$ cat src/rtl/antares_cloz_scheduler_pkg.sv
// Shared constants for the CLO/CLZ scheduler: op encoding, FSM states, latched request.
package antares_cloz_scheduler_pkg;

  localparam logic OP_CLZ = 1'b0;
  localparam logic OP_CLO = 1'b1;

  localparam int CNT_W = 6;  // 0..32 from one 32-bit pass
  localparam int RES_W = 7;  // 0..64 after two passes

  typedef enum logic [1:0] {
    ST_IDLE    = 2'd0,
    ST_EVAL_HI = 2'd1,
    ST_EVAL_LO = 2'd2,
    ST_RESP    = 2'd3
  } state_e;

  typedef struct packed {
    logic        op;
    logic        wide;
    logic [31:0] hi;
    logic [31:0] lo;
    logic        port;
  } req_s;

endpackage

$ cat src/rtl/antares_cloz.sv
// 32-bit leading-zero and leading-one counter; both counts produced every cycle.
module antares_cloz
  import antares_cloz_scheduler_pkg::*;
(
  input  logic [31:0]      data_i,
  output logic [CNT_W-1:0] clz_result_o,
  output logic [CNT_W-1:0] clo_result_o
);

  // Ascending scan: the most significant set bit is the last to write.
  always_comb begin
    clz_result_o = 6'd32;
    clo_result_o = 6'd32;
    for (int i = 0; i < 32; i++) begin
      if (data_i[i])  clz_result_o = 6'(31 - i);
      if (!data_i[i]) clo_result_o = 6'(31 - i);
    end
  end

endmodule

$ cat src/rtl/antares_cloz_scheduler.sv
// Two-port scheduler sharing one CLO/CLZ unit; one or two passes per op, registered result.
module antares_cloz_scheduler
  import antares_cloz_scheduler_pkg::*;
#(
  parameter logic PRIO_FIXED = 1'b0
) (
  input  logic             clk,
  input  logic             rst_n,
  input  logic             req0_valid,
  output logic             req0_ready,
  input  logic             req0_op,
  input  logic             req0_wide,
  input  logic [31:0]      req0_hi,
  input  logic [31:0]      req0_lo,
  input  logic             req1_valid,
  output logic             req1_ready,
  input  logic             req1_op,
  input  logic             req1_wide,
  input  logic [31:0]      req1_hi,
  input  logic [31:0]      req1_lo,
  output logic             rsp0_valid,
  input  logic             rsp0_ready,
  output logic [RES_W-1:0] rsp0_result,
  output logic             rsp1_valid,
  input  logic             rsp1_ready,
  output logic [RES_W-1:0] rsp1_result
);

  state_e           state_q, state_d;
  req_s             req_q, req_d;
  logic             last_q, last_d;
  logic [RES_W-1:0] res_q, res_d;

  logic             gnt0, gnt1, accept_en;
  logic [31:0]      operand;
  logic [CNT_W-1:0] clz_cnt, clo_cnt, cnt;

  // Port 1 wins a tie only when round-robin and port 0 went last.
  always_comb begin
    if (PRIO_FIXED)
      gnt1 = req1_valid & ~req0_valid;
    else if (req0_valid & req1_valid)
      gnt1 = ~last_q;
    else
      gnt1 = req1_valid & ~req0_valid;
    gnt0 = req0_valid & ~gnt1;
  end

  // rst_n gating keeps ready low for the whole reset window, not just after it.
  assign accept_en  = (state_q == ST_IDLE) & rst_n;
  assign req0_ready = accept_en & gnt0;
  assign req1_ready = accept_en & gnt1;

  assign operand = (state_q == ST_EVAL_HI && req_q.wide) ? req_q.hi : req_q.lo;

  antares_cloz u_cloz (
    .data_i       (operand),
    .clz_result_o (clz_cnt),
    .clo_result_o (clo_cnt)
  );

  assign cnt = (req_q.op == OP_CLO) ? clo_cnt : clz_cnt;

  always_comb begin
    state_d = state_q;
    req_d   = req_q;
    last_d  = last_q;
    res_d   = res_q;
    unique case (state_q)
      ST_IDLE: begin
        if (req0_ready) begin
          req_d   = '{op: req0_op, wide: req0_wide, hi: req0_hi, lo: req0_lo, port: 1'b0};
          last_d  = 1'b0;
          state_d = ST_EVAL_HI;
        end else if (req1_ready) begin
          req_d   = '{op: req1_op, wide: req1_wide, hi: req1_hi, lo: req1_lo, port: 1'b1};
          last_d  = 1'b1;
          state_d = ST_EVAL_HI;
        end
      end
      ST_EVAL_HI: begin
        // A saturated upper word means the count continues into the lower word.
        if (req_q.wide && cnt == 6'd32) begin
          res_d   = 7'd32;
          state_d = ST_EVAL_LO;
        end else begin
          res_d   = {1'b0, cnt};
          state_d = ST_RESP;
        end
      end
      ST_EVAL_LO: begin
        res_d   = 7'd32 + {1'b0, cnt};
        state_d = ST_RESP;
      end
      ST_RESP: begin
        if (req_q.port ? rsp1_ready : rsp0_ready) state_d = ST_IDLE;
      end
      default: state_d = ST_IDLE;
    endcase
  end

  always_ff @(posedge clk or negedge rst_n) begin
    if (!rst_n) begin
      state_q <= ST_IDLE;
      req_q   <= '0;
      last_q  <= 1'b1;
      res_q   <= '0;
    end else begin
      state_q <= state_d;
      req_q   <= req_d;
      last_q  <= last_d;
      res_q   <= res_d;
    end
  end

  assign rsp0_valid  = (state_q == ST_RESP) & ~req_q.port;
  assign rsp1_valid  = (state_q == ST_RESP) &  req_q.port;
  assign rsp0_result = rsp0_valid ? res_q : '0;
  assign rsp1_result = rsp1_valid ? res_q : '0;

endmodule

$ cat config.mk
export PLATFORM = sky130hd
export DESIGN_NAME = antares_cloz_scheduler
export DESIGN_NICKNAME = d
export VERILOG_FILES = /design/src/rtl/antares_cloz_scheduler_pkg.sv /design/src/rtl/antares_cloz.sv /design/src/rtl/antares_cloz_scheduler.sv
export SDC_FILE = /design/constraint.sdc
export NUM_CORES = 1
export LEC_CHECK = 0
export BUFFER_PORTS_ARGS = -buffer_cell sky130_fd_sc_hd__buf_2
export CAP_MARGIN = 20
export CORE_MARGIN = 2
export CORE_UTILIZATION = 32
export DETAILED_ROUTE_END_ITERATION = 8
export SYNTH_ARGS = -nofsm -noshare
export SYNTH_HDL_FRONTEND = slang
export SYNTH_HIERARCHICAL = 1
export SYNTH_SLANG_ARGS = --single-unit
$ cat constraint.sdc
create_clock -name clk -period 3.34 [get_ports clk]
set_clock_uncertainty 0.05 [all_clocks]
set_input_delay 0.501 -clock clk [delete_from_list [all_inputs] [get_ports clk]]
set_output_delay 0.501 -clock clk [all_outputs]
set_load 0.03 [all_outputs]
==> impl_results.rst <==
.. list-table::
   :header-rows: 1

   * - Metric
     - Value
   * - Routability cong.
     - 0.872
   * - Switching Share
     - 40.2%
   * - Die span in x
     - 124 um
   * - Achievable clock frequency
     - 0.314 GHz
   * - Combinational cell fraction of total power
     - 51.4%
   * - Deepest level of the CTS H-tree
     - 3
   * - Portion of total power attributed to sequential cells
     - 29.8%
   * - Number of buffers added to fix hold violations after cts
     - 0
   * - Peak fanout along the critical path
     - 7
   * - Root buffer cell
     - clkbuf_16
   * - Most instantiated flip-flop cell in the synthesis netlist
     - dfrtp_1
   * - Layout fillers
     - 1384
   * - Most frequent standard cell in the layout excluding fill and tap cells
     - buf_2
   * - Worst min path class
     - in2async
   * - Clock share of power
     - 18.7%
   * - DP Wirelength
     - 9990 um
   * - Final routed DRC violation total
     - 4
   * - Fraction of the cycle the final worst path needs
     - 95.4%
   * - Overall global routing resource usage
     - 17.6%
   * - Flip-flop and latch count after synthesis
     - 77
   * - Starting utilization of the core area
     - 32.8%
   * - Failing checks
     - DRC
   * - Ys async rst share
     - 100%
   * - Commonest cells after routing, fill and taps aside
     - buf_2, inv_1, dfrtp_1
   * - Final wirelength
     - 13100 um
   * - Final core utilization
     - 43.8%
   * - Number of placed I/O pins
     - 156
   * - Syn Inst Count
     - 471
   * - Internal power
     - 3350 uW
   * - Period minus WS final
     - 3.19 ns
   * - Proportion of netlist area held by the largest area contributor
     - 41.6%
   * - Clk sink count
     - 77
   * - Slew @ Worst Pin
     - 0.718 ns
   * - Number of antenna violations at the first check in global routing
     - 0
   * - Ratio of routed vias to standard cells
     - 5.41
   * - Synthesis Warnings
     - 6
   * - Average detailed-routed wire length per instance
     - 16.0 um
   * - Count of antenna diodes in the layout
     - 0
   * - Power dissipated by switching net loads
     - 2250 uW
   * - Cell Pwr Density
     - 919 mW/mm2
   * - Total congestion overflow after global routing
     - 0
   * - Layout cell share with drive strength beyond 1
     - 39.8%
   * - Start-to-end type of the worst setup path
     - reg2reg
   * - Final ANT Viol Nets
     - 0
   * - Crit start category
     - flip-flop
   * - Number of vias after detailed routing
     - 4437
   * - Power Total
     - 5610 uW
   * - CTS tree
     - done
   * - Worst Path Required
     - 3.51 ns
   * - Number of enable flip-flop cells after synthesis
     - 0
   * - Type of element capturing the critical path
     - flip-flop
   * - Outcome
     - finished with violations
   * - Netlist Area Pre-Place
     - 0.00457 mm2
   * - CTS buffer count
     - 9
   * - Number of max-slew violations in the final report
     - 0
   * - Relative max-transition margin
     - 52.2%
   * - Count of max-cap constraint violations
     - 0
   * - Final count of hold timing violations
     - 0
   * - Number of iterations in the first detailed-routing pass
     - 9
   * - Share of the yosys chip area belonging to registers
     - 42.2%
   * - Synth unique cells
     - 53
   * - Clock latency on the worst-skew pair
     - 0.34 ns
   * - IR Drop Worst-Case VDD
     - 0.312 mV
   * - Area growth, synth to finish
     - 33.5%
   * - Core area
     - 0.0139 mm2
   * - Area of the die
     - 0.0153 mm2
   * - Net total in the final layout
     - 778
   * - Maximum clock path buffer count
     - 2
   * - Site Rows
     - 43
   * - Synth Area per Inst
     - 9.71 um2
   * - Chip height
     - 124 um
   * - Number of I/O port buffers
     - 155
   * - Wire length of the first global-routing pass
     - 20700 um
   * - Post-CTS clock slew at the launch and capture registers of the worst setup and hold paths
     - 0.05 ns
   * - WP data arrival
     - 3.35 ns
   * - Largest cells by area after synthesis
     - dfrtp_1, a222oi_1, mux2_2, inv_1, a21oi_1
   * - Vias in the first global route
     - 4216
   * - Iteration-0 DRC count of the detailed router
     - 579
   * - Synth Net Count
     - 614
   * - Lkg Pwr
     - 0.00325 uW
   * - Library cell occupying the most area in the post-synthesis netlist
     - dfrtp_1
   * - Setup violators final
     - 0
   * - Largest net degree at the start of global routing
     - 60
==> metrics by stage <==
step                      instances  setup TNS (ns)  worst slack [ns]  hold WS [ns]  area, um2
after floorplan                 471               0            0.0569         0.155       4570
after global placement          800               0             0.154         0.365       5630
after detailed placement        800               0            0.0880         0.375       5630
after CTS                       816               0            0.0699       0.00692       5960
after global routing            820         -0.0108           -0.0108        0.0145       6100
final                           820               0             0.155        0.0112       6100
==> per-layer routing <==
metal / routed length (um) / GRT usage (%) / vias up / part of all wire [%]
li1: - / - / 2145 / -
met1: 6100 / 23.4 / 2115 / 47
met4: 148 / 5.33 / 0 / 1.1
met2: 6050 / 28.7 / 168 / 46
met3: 805 / 3.83 / 9 / 6.1
met5: 0 / 0 / - / 0
==> cells by family after synthesis <==
family | synth area share, %
AO/OA/AOI/OAI | 23.8
buffers and inverters | 10.2
AND/OR/NAND/NOR | 12.6
flip-flops | 42.2
multiplexers | 9.66
adder cells (fa/ha/maj) | 1.37
XOR/XNOR | 0.192
==> final timing paths <==
path	cells past startpoint	slack, ns	from	endpoint
max in group asynchronous	2	2.20	rst_n	req_q[32]
worst min-delay path	1	0.01	rst_n	req_q[46]
min in group clk	3	0.34	req1_hi[20]	req_q[53]
worst max register to register	14	0.15	state_q[1]	state_q[0]
worst min register to register	2	0.44	req_q[59]	req_q[59]
worst max-delay path	14	0.15	state_q[1]	state_q[0]
==> power groups by stage <==
stage | registers, uW | clock network, uW | logic (uW)
final | 1670 | 1050 | 2890
after global routing | 1720 | 1130 | 3210
after CTS | 1670 | 1090 | 2700
after detailed placement | 1680 | 0 | 2680
after global placement | 1700 | 0 | 2620
after floorplan | 1520 | 0 | 1990
==> area by class of cell <==
type	count	area (um2)	share of cell area [%]
Clock buffer	13	260	4.26
Tap cell	180	225	3.69
Multi-Input combinational cell	282	2280	37.4
Clock inverter	3	67.6	1.11
Sequential cell	77	1930	31.6
Inverter	80	300	4.92
Timing Repair Buffer	185	1040	17.0
==> critical path, stage by stage (launching register included) <==
cell       delay, ns
dfrtp_1         0.37
inv_1           0.09
ha_2            0.21
nand2_4         0.08
buf_12          0.14
mux2_4          0.33
or4_4           0.49
a21oi_2         0.13
nor2_1          0.06
o21bai_1        0.17
a21boi_2        0.08
or4_1           0.46
o22ai_1         0.12
a31oi_1         0.13
a2bb2oi_2       0.15
==> flip-flops by register name, summed over array words and instances (netlist names) <==
| signal | cells |
|---|---|
| last_q | 1 |
| res_q | 7 |
| state_q | 2 |
| req_q | 67 |
==> what timing repair did <==
action,CTS,global route
setup endpoints to repair,0,1
resized for setup,0,23
setup buffers,0,3
==> synthesized netlist by cell type, drive strengths merged, types with 3 or more instances <==
cell type   n
inv        80
nor3        8
a21oi      21
nor4        8
o31ai       4
nand4       9
and2        9
mux2i       7
mux2       33
buf        21
nor2b       3
and3        7
dfrtp      76
nor2       21
nand2      17
o21ai      14
or4         6
ha          5
clkbuf     11
o211ai      3
a31oi       7
a21o        3
a222oi     66
nand3       6
Power figures use the tool's default switching activity.
